<file path="config.mk">
export PLATFORM = sky130hd
export DESIGN_NAME = div32by16_seq_flat
export DESIGN_NICKNAME = d
export VERILOG_FILES = /design/src/rtl/div32by16_seq_pkg.sv /design/src/rtl/div32by16_seq_if.sv /design/src/rtl/div32by16_seq_restore_step.sv /design/src/rtl/div32by16_seq.sv /design/src/flat_wrapper.sv
export SDC_FILE = /design/constraint.sdc
export NUM_CORES = 1
export LEC_CHECK = 0
export BUFFER_PORTS_ARGS = -buffer_cell sky130_fd_sc_hd__buf_2
export CAP_MARGIN = 20
export CELL_PAD_IN_SITES_DETAIL_PLACEMENT = 1
export CELL_PAD_IN_SITES_GLOBAL_PLACEMENT = 1
export CORE_UTILIZATION = 44
export DETAILED_ROUTE_END_ITERATION = 6
export PLACE_DENSITY = 0.83
export SLEW_MARGIN = 10
export SYNTH_ARGS = -nofsm -noshare
export SYNTH_HDL_FRONTEND = slang
export SYNTH_SLANG_ARGS = --single-unit
</file>
<file path="constraint.sdc">
create_clock -name clk -period 3.5 [get_ports clk]
set_input_delay 0.7 -clock clk [delete_from_list [all_inputs] [get_ports clk]]
set_output_delay 0.7 -clock clk [all_outputs]
set_load 0.005 [all_outputs]
</file>
<file path="src/rtl/div32by16_seq_pkg.sv">
// rtl/div32by16_seq_pkg.sv - shared widths, FSM states and constants for the sequential divider
// Purpose: common definitions imported by the divider interface, step and top.
// Ports: none (package).
package div_pkg;

  localparam int DW    = 32;                    // dividend width
  localparam int QW    = 16;                    // divisor / quotient / remainder width
  localparam int CNT_W = 4;                     // iteration counter width (16 steps)

  localparam logic [QW-1:0]    QUOT_SAT = 16'hFFFF;     // saturated quotient on error
  localparam logic [CNT_W-1:0] CNT_LAST = CNT_W'(QW - 1);

  typedef enum logic [1:0] {
    IDLE  = 2'd0,
    CHECK = 2'd1,
    ITER  = 2'd2,
    DONE  = 2'd3
  } div_state_t;

endpackage : div_pkg

</file>
<file path="src/rtl/div32by16_seq_if.sv">
// rtl/div32by16_seq_if.sv - operand/result handshake bundle for the sequential divider
// Purpose: groups the valid/ready operand channel and the valid/ready result channel.
// Ports (signals): in_valid, in_ready, dividend, divisor, out_valid, out_ready,
//                  quotient, remainder, div_zero, ovf.
// Modports: master = operand producer / result consumer, slave = divider.
interface div32by16_seq_if
  import div_pkg::*;
#(
  parameter int P_DW = DW,
  parameter int P_QW = QW
);

  logic            in_valid;
  logic            in_ready;
  logic [P_DW-1:0] dividend;
  logic [P_QW-1:0] divisor;
  logic            out_valid;
  logic            out_ready;
  logic [P_QW-1:0] quotient;
  logic [P_QW-1:0] remainder;
  logic            div_zero;
  logic            ovf;

  modport master (
    output in_valid, dividend, divisor, out_ready,
    input  in_ready, out_valid, quotient, remainder, div_zero, ovf
  );

  modport slave (
    input  in_valid, dividend, divisor, out_ready,
    output in_ready, out_valid, quotient, remainder, div_zero, ovf
  );

endinterface : div32by16_seq_if

</file>
<file path="src/rtl/div32by16_seq_restore_step.sv">
// rtl/div32by16_seq_restore_step.sv - one combinational radix-2 restoring division step
// Purpose: shifts {R,Q} left by one, trial-subtracts the divisor and restores on borrow.
// Ports: r_i (QW+1) working remainder, q_i (QW) working quotient, divisor_i (QW),
//        r_o (QW+1) next remainder, q_o (QW) next quotient.
module div_restore_step
  import div_pkg::*;
(
  input  logic [QW:0]   r_i,
  input  logic [QW-1:0] q_i,
  input  logic [QW-1:0] divisor_i,
  output logic [QW:0]   r_o,
  output logic [QW-1:0] q_o
);

  // The shifted remainder is kept one bit wider than needed so every bit of r_i
  // feeds the trial; since R < divisor on entry, the top bit of r_sh is always 0
  // and the sign bit here matches the 17-bit trial sign.
  logic [QW+1:0] r_sh;
  logic [QW+1:0] trial;

  always_comb begin
    r_sh  = {r_i, q_i[QW-1]};
    trial = r_sh - {2'b00, divisor_i};
    if (!trial[QW+1]) begin
      r_o = trial[QW:0];
      q_o = {q_i[QW-2:0], 1'b1};
    end else begin
      r_o = r_sh[QW:0];
      q_o = {q_i[QW-2:0], 1'b0};
    end
  end

endmodule : div_restore_step

</file>
<file path="src/rtl/div32by16_seq.sv">
// rtl/div32by16_seq.sv - sequential 32/16 unsigned restoring divider with valid/ready handshakes
// Purpose: accepts a dividend/divisor pair, produces quotient/remainder one bit per cycle,
//          flags divide-by-zero and quotient overflow early.
// Ports: clk (rising edge), rst_n (async active-low), bus (div32by16_seq_if.slave).
module div32by16_seq
  import div_pkg::*;
(
  input  logic                   clk,
  input  logic                   rst_n,
  div32by16_seq_if.slave         bus
);

  div_state_t       state_q;
  logic [QW:0]      r_q;
  logic [QW-1:0]    q_q;
  logic [QW-1:0]    dvs_q;
  logic [CNT_W-1:0] cnt_q;
  logic [QW-1:0]    quot_q;
  logic [QW-1:0]    rem_q;
  logic             dz_q;
  logic             ovf_q;
  logic             in_ready_q;
  logic             out_valid_q;

  logic [QW:0]      r_d;
  logic [QW-1:0]    q_d;

  div_restore_step u_step (
    .r_i       (r_q),
    .q_i       (q_q),
    .divisor_i (dvs_q),
    .r_o       (r_d),
    .q_o       (q_d)
  );

  always_ff @(posedge clk or negedge rst_n) begin
    if (!rst_n) begin
      state_q     <= IDLE;
      r_q         <= '0;
      q_q         <= '0;
      dvs_q       <= '0;
      cnt_q       <= '0;
      quot_q      <= '0;
      rem_q       <= '0;
      dz_q        <= 1'b0;
      ovf_q       <= 1'b0;
      in_ready_q  <= 1'b1;
      out_valid_q <= 1'b0;
    end else begin
      case (state_q)
        IDLE: begin
          if (bus.in_valid) begin
            r_q        <= {1'b0, bus.dividend[DW-1:QW]};
            q_q        <= bus.dividend[QW-1:0];
            dvs_q      <= bus.divisor;
            in_ready_q <= 1'b0;
            state_q    <= CHECK;
          end
        end
        CHECK: begin
          // Classification is registered on the first CHECK cycle; a flagged
          // operation spends one more CHECK cycle so its result appears two
          // cycles after acceptance.
          if (dz_q || ovf_q) begin
            out_valid_q <= 1'b1;
            state_q     <= DONE;
          end else if (dvs_q == '0) begin
            dz_q   <= 1'b1;
            quot_q <= QUOT_SAT;
            rem_q  <= q_q;
          end else if (r_q[QW-1:0] >= dvs_q) begin
            // High half already >= divisor: quotient would need more than QW bits.
            ovf_q  <= 1'b1;
            quot_q <= QUOT_SAT;
            rem_q  <= '0;
          end else begin
            cnt_q   <= '0;
            state_q <= ITER;
          end
        end
        ITER: begin
          r_q   <= r_d;
          q_q   <= q_d;
          cnt_q <= cnt_q + CNT_W'(1);
          if (cnt_q == CNT_LAST) begin
            quot_q      <= q_d;
            rem_q       <= r_d[QW-1:0];
            out_valid_q <= 1'b1;
            state_q     <= DONE;
          end
        end
        DONE: begin
          if (bus.out_ready) begin
            out_valid_q <= 1'b0;
            in_ready_q  <= 1'b1;
            dz_q        <= 1'b0;
            ovf_q       <= 1'b0;
            state_q     <= IDLE;
          end
        end
        default: state_q <= IDLE;
      endcase
    end
  end

  assign bus.in_ready  = in_ready_q;
  assign bus.out_valid = out_valid_q;
  assign bus.quotient  = quot_q;
  assign bus.remainder = rem_q;
  assign bus.div_zero  = dz_q;
  assign bus.ovf       = ovf_q;

endmodule : div32by16_seq

</file>
<file path="src/flat_wrapper.sv">
// flat-port wrapper written by rule: the top's interface ports become plain ports
module div32by16_seq_flat import div_pkg::*;
  (clk, rst_n, bus_in_valid, bus_dividend, bus_divisor, bus_out_ready, bus_in_ready, bus_out_valid, bus_quotient, bus_remainder, bus_div_zero, bus_ovf);
  div32by16_seq_if bus_i ();
  input  logic clk;
  input  logic rst_n;
  input wire logic [$bits(bus_i.in_valid)-1:0] bus_in_valid;
  input wire logic [$bits(bus_i.dividend)-1:0] bus_dividend;
  input wire logic [$bits(bus_i.divisor)-1:0] bus_divisor;
  input wire logic [$bits(bus_i.out_ready)-1:0] bus_out_ready;
  output wire logic [$bits(bus_i.in_ready)-1:0] bus_in_ready;
  output wire logic [$bits(bus_i.out_valid)-1:0] bus_out_valid;
  output wire logic [$bits(bus_i.quotient)-1:0] bus_quotient;
  output wire logic [$bits(bus_i.remainder)-1:0] bus_remainder;
  output wire logic [$bits(bus_i.div_zero)-1:0] bus_div_zero;
  output wire logic [$bits(bus_i.ovf)-1:0] bus_ovf;
  assign bus_i.in_valid = bus_in_valid;
  assign bus_i.dividend = bus_dividend;
  assign bus_i.divisor = bus_divisor;
  assign bus_i.out_ready = bus_out_ready;
  assign bus_in_ready = bus_i.in_ready;
  assign bus_out_valid = bus_i.out_valid;
  assign bus_quotient = bus_i.quotient;
  assign bus_remainder = bus_i.remainder;
  assign bus_div_zero = bus_i.div_zero;
  assign bus_ovf = bus_i.ovf;
  div32by16_seq u_core (.clk(clk), .rst_n(rst_n), .bus(bus_i));
endmodule
</file>
* Word level (Yosys, flattened, before mapping)
Index checks and enable logic that the tools add are counted.
** Word-level totals
- Flip-flop bits (word level) :: 91
- Input port bits :: 52
- Output and inout port bits :: 36
- Logic and storage cells :: 88
** Operators by class
- $add $sub $neg :: 2
- Reduce and logical (&&, ||, !) cells :: 17
- Muxes and demuxes :: 41
- Magnitude comparators :: 1
- Equal/unequal tests :: 16
** Operators with widths (number)
- $mux 16 :: 9
- $pmux 16 s2 :: 3
- $mux 17 :: 2
- $pmux 17 s2 :: 1
- $sub 18x16->18 :: 1
- $ge 16x16->1 :: 1
- $logic_not 16->1 :: 1
- $reduce_and 4->1 :: 4
- $mux 2 :: 6
- $mux 4 :: 3
- $mux 1 :: 11
- $ne 2x2->1 const B :: 5
- $reduce_and 5->1 :: 2
- $ne 2x1->1 const B :: 4
- $pmux 2 s4 :: 1
- $pmux 4 s2 :: 1
- $reduce_bool 2->1 :: 4
- $ne 3x2->1 const B :: 2
- $pmux 1 s2 :: 3
- $add 4x1->4 const B :: 1
- $eq 2x2->1 const B :: 2
- $eq 4x4->1 const B :: 1
- $reduce_and 2->1 :: 2
- $ne 3x1->1 const B :: 1
- 6 further kinds :: 6

* Depth between registers and ports, before layout
- Depth in word-level cells :: 5
- Gate-level depth with buffers :: 11
- Gate-level depth less buffers :: 11

* Cells and area by module
From an unflattened synthesis, not the netlist that was laid out.
** Unflattened totals
- Cell total of the unflattened synthesis :: 608
- Area, all modules :: 5957.0 µm²
** Modules (own cells, without submodules)
- div32by16_seq :: seq. area each 2278.4 µm², cells each 445, area an instance 4693.3 µm², instances 1
- div_restore_step :: seq. area each 0.0 µm², cells each 163, area an instance 1263.7 µm², instances 1

* Worst setup path after synthesis
No wires, ideal clock.
- Path kind :: flip-flop to flip-flop
- From :: register u_core.dvs_q[0]
- To :: register u_core.r_q[14]
- Setup slack :: 0.536 ns
- Required time :: 3.378 ns
- Arrival time :: 2.842 ns
- Library setup time :: 0.122 ns
- Stages on the path, launching flop included :: 10
- Clock period less this slack :: 2.964 ns
- Buffers on the path :: 0
- Path through :: dfrtp_1 -> ha_1 -> fa_1 -> nor2b_1 -> o31ai_1 -> a31o_2 -> o21ai_0 -> mux2_2 -> or4_1 -> a32o_1
** On the way
- Longest elaborated chain between the ends :: 3
** Ends and longest elaborated chain
- start, declared :: RTL line div32by16_seq.sv:16 : logic [QW-1:0] dvs_q;
- start signal, assigned :: RTL line div32by16_seq.sv:55 : dvs_q <= bus.divisor;
- $sub 18x16->18 :: RTL line div32by16_seq_restore_step.sv:23 : trial = r_sh - {2'b00, divisor_i};
- $mux 17 :: RTL line div32by16_seq_restore_step.sv:24 : if (!trial[QW+1]) begin
- $pmux 17 s2 :: RTL line div32by16_seq.sv:50 : case (state_q)
- end signal, assigned :: RTL line div32by16_seq.sv:53 : r_q <= {1'b0, bus.dividend[DW-1:QW]};
- end signal, assigned :: RTL line div32by16_seq.sv:82 : r_q <= r_d;
- end, declared :: RTL line div32by16_seq.sv:14 : logic [QW:0] r_q;
No other way between the ends.
A chain may end at the register's enable or synchronous reset.

* Final worst setup path
- From :: register u_core.q_q[15]
- To :: register u_core.r_q[14]
** On the way
- Longest elaborated chain between the ends :: 3
** Ends and longest elaborated chain
- start, declared :: RTL line div32by16_seq.sv:15 : logic [QW-1:0] q_q;
- start signal, assigned :: RTL line div32by16_seq.sv:54 : q_q <= bus.dividend[QW-1:0];
- start signal, assigned :: RTL line div32by16_seq.sv:83 : q_q <= q_d;
- $sub 18x16->18 :: RTL line div32by16_seq_restore_step.sv:23
- $mux 17 :: RTL line div32by16_seq_restore_step.sv:24
- $pmux 17 s2 :: RTL line div32by16_seq.sv:50
No other way between the ends.

==> results.ini <==
[setup_path]
start_kind=register
endpoint_kind=register
cp.arrival_ns=3.50
path_cells=inv_1 -> ha_1 -> fa_1 -> nor2b_1 -> o31ai_1 -> a31o_2 -> o21ai_0 -> buf_4 -> mux2_2 -> or4_1 -> a32o_1
critPathMaxFanout=3
crit_path_top_delay_cell=or4_1
required_ns=3.75
worstSetupPathType=register to register
slowest_delay_ns=0.48

[drt]
antenna_left=0
vias=5129
first_pass_iters=5
drc_errors=0
wl_per_cell_um=19.9
drt_wl_total_um=17300
drtIter0Drc=304
via_per_inst=5.92

[cts]
post_cts_buffers=0
path_clk_slew_ns=0.07
cts_sinks=91
numCtsBuffers=9
cts_root_buf=clkbuf_16
cts_tree=done
cts_buffer_depth=2
clock_latency_ns=0.36
cts_max_level=3

[placed_design]
numPortBuffers=87
hpwl_um=13000
place.gp.congestion=0.922

[layout]
diodes=0
fin_nets=780
drive_gt1_share_pct=21.9
fillers=1494
syn_to_final_growth_pct=16.3

[sta]
drv_slew=0
timing.setup.tns_ns=0
finalCriticalPeriod_ns=3.25
rsz0062_at_grt=false
setup_viol=0
worstMarginPinSlew_ns=0.639
hold_ws_ns=0.353
max_slew_margin_pct=57.0
max_freq_mhz=308
hold_viol=0
fin_skew_ns=0.00836
period_share_pct=92.9

[synthesis]
avgSynthCellArea_um2=9.29
ys_ff_latch=91
synth_common_cells=90 x dfrtp_1, 57 x a21oi_1, 44 x inv_1, 44 x o21ai_0
syn_inst=612
syn_area_mm2=0.00568
synth_area_leaders=dfrtp_1 40%, ha_1 8.1%, a21oi_1 5.0%, mux2i_1 4.9%, mux2_2 4.2%
yosysWarnings=0
yosys_most_used_dff=dfrtp_1
ys_types=57
yosysSeqAreaShare_pct=40.1
yosys.area.top_type=dfrtp_1
synth_top_area_share_pct=39.6
synth.most_common_cell=dfrtp_1
synth_fp_nets=702
synth_edf_count=0
async_flop_share_pct=100

[floorplanning]
pin_count=88
core-area_mm2=0.0126
rows=41
die_w_um=116
die_h_um=116
die_area_mm2=0.0134
start_util_pct=45.0

[global_route]
antenna_found_initial=0
grt_max_degree=49
groute.usage.overall_pct=27.6
grt_pass1_vias=5329
grt-ovfl-total=0
grt_pass1_wl_um=27900

[run]
maxCapViolCount=0

[status]
outcome=finished clean

[hold_path]
hp-class=primary input to async pin

## routing by layer
metal  GRT usage, %  wire [µm]  vias up
li1               -          -     2402
met1           34.4       7440     2581
met2           48.8       8870      123
met3           4.24        641       23
met4           9.49        319        0
met5              0          0        -
## path summary, 6_finish.rpt
check | from | slack (ns) | cells past startpoint | to
setup / recovery | u_core.q_q[15] | 0.25 | 11 | u_core.r_q[14]
setup reg to reg | u_core.q_q[15] | 0.25 | 11 | u_core.r_q[14]
hold / removal | rst_n | 0.35 | 1 | u_core.bus.remainder[4]
hold reg to reg | u_core.bus.remainder[14] | 0.52 | 1 | u_core.bus.remainder[14]
max in group asynchronous | rst_n | 2.30 | 2 | u_core.bus.in_ready
min in group clk | u_core.bus.remainder[14] | 0.52 | 1 | u_core.bus.remainder[14]
## final cells by class
class                           count  area [µm²]  share of cell area [%]
Multi-Input combinational cell    443        3120                    47.2
Sequential cell                    91        2280                    34.5
Timing Repair Buffer              101         543                    8.22
Clock buffer                        9         225                    3.41
Tap cell                          172         215                    3.26
Inverter                           44         165                    2.50
Clock inverter                      6        65.1                   0.984
## flip-flops by register name (all words and copies together), names as in the netlist
| register | cells |
|---|---|
| u_core.bus.ovf | 1 |
| u_core.q_q | 16 |
| u_core.dvs_q | 16 |
| u_core.bus.remainder | 16 |
| u_core.state_q | 2 |
| u_core.cnt_q | 4 |
| u_core.r_q | 17 |
| u_core.bus.quotient | 16 |
| u_core.bus.div_zero | 1 |
| u_core.bus.in_ready | 1 |
| u_core.bus.out_valid | 1 |
## through the flow
stage | setup slack, ns | utilization (%) | std cells | cell area, µm²
6_report | 0.250 | 52.4 | 866 | 6610
5_1_grt | 0.0517 | 52.4 | 866 | 6610
4_1_cts | 0.218 | 52.3 | 866 | 6600
3_5_place_dp | 0.252 | 50.0 | 851 | 6310
3_3_place_gp | 0.317 | 50.0 | 851 | 6310
2_1_floorplan | 0.536 | - | 612 | 5680
## critical path: cells and delay by family (launching register included)
family	cells	cell delay (ns)
simple gates	2	0.65
flops	1	0.37
buf+inv	2	0.27
mux	1	0.34
compound gates	4	0.88
fa+ha+maj	2	0.64
## repair_timing
| item | in CTS | in global routing |
|---|---|---|
| resized for setup | 0 | 2 |
| setup endpoints to repair | 0 | 1 |
| hold buffers | 0 | 0 |
## cells by family after synthesis
| group | count (synthesis) | share of synthesized area (%) |
|---|---|---|
| and+or+nand+nor | 151 | 13.9 |
| buffers and inverters | 78 | 5.31 |
| adders and majority gates | 38 | 8.50 |
| muxes | 49 | 9.09 |
| DFF | 91 | 40.1 |
| AOI/OAI and AO/OA | 195 | 21.6 |
| xor gates and xnor gates | 10 | 1.54 |
## cells in the final DEF (no fill, tap or decap), types with 6 or more instances in the layout
cell / count
inv_1: 44
ha_1: 36
nor4_1: 9
a21oi_1: 55
clkbuf_16: 9
o211ai_1: 15
buf_2: 86
and3_1: 15
o21a_1: 6
o21ai_0: 44
xnor2_1: 6
nor3_1: 8
buf_4: 15
a21o_1: 14
a31oi_1: 23
nand4_1: 15
nand2b_1: 6
nand2_1: 37
nand3_1: 17
mux2_2: 21
mux2i_1: 28
nor2_1: 22
dfrtp_1: 90
Power is left out: the tool's default activity adds up to more than one toggle a clock period on the data nets, which glitch-free logic cannot reach.
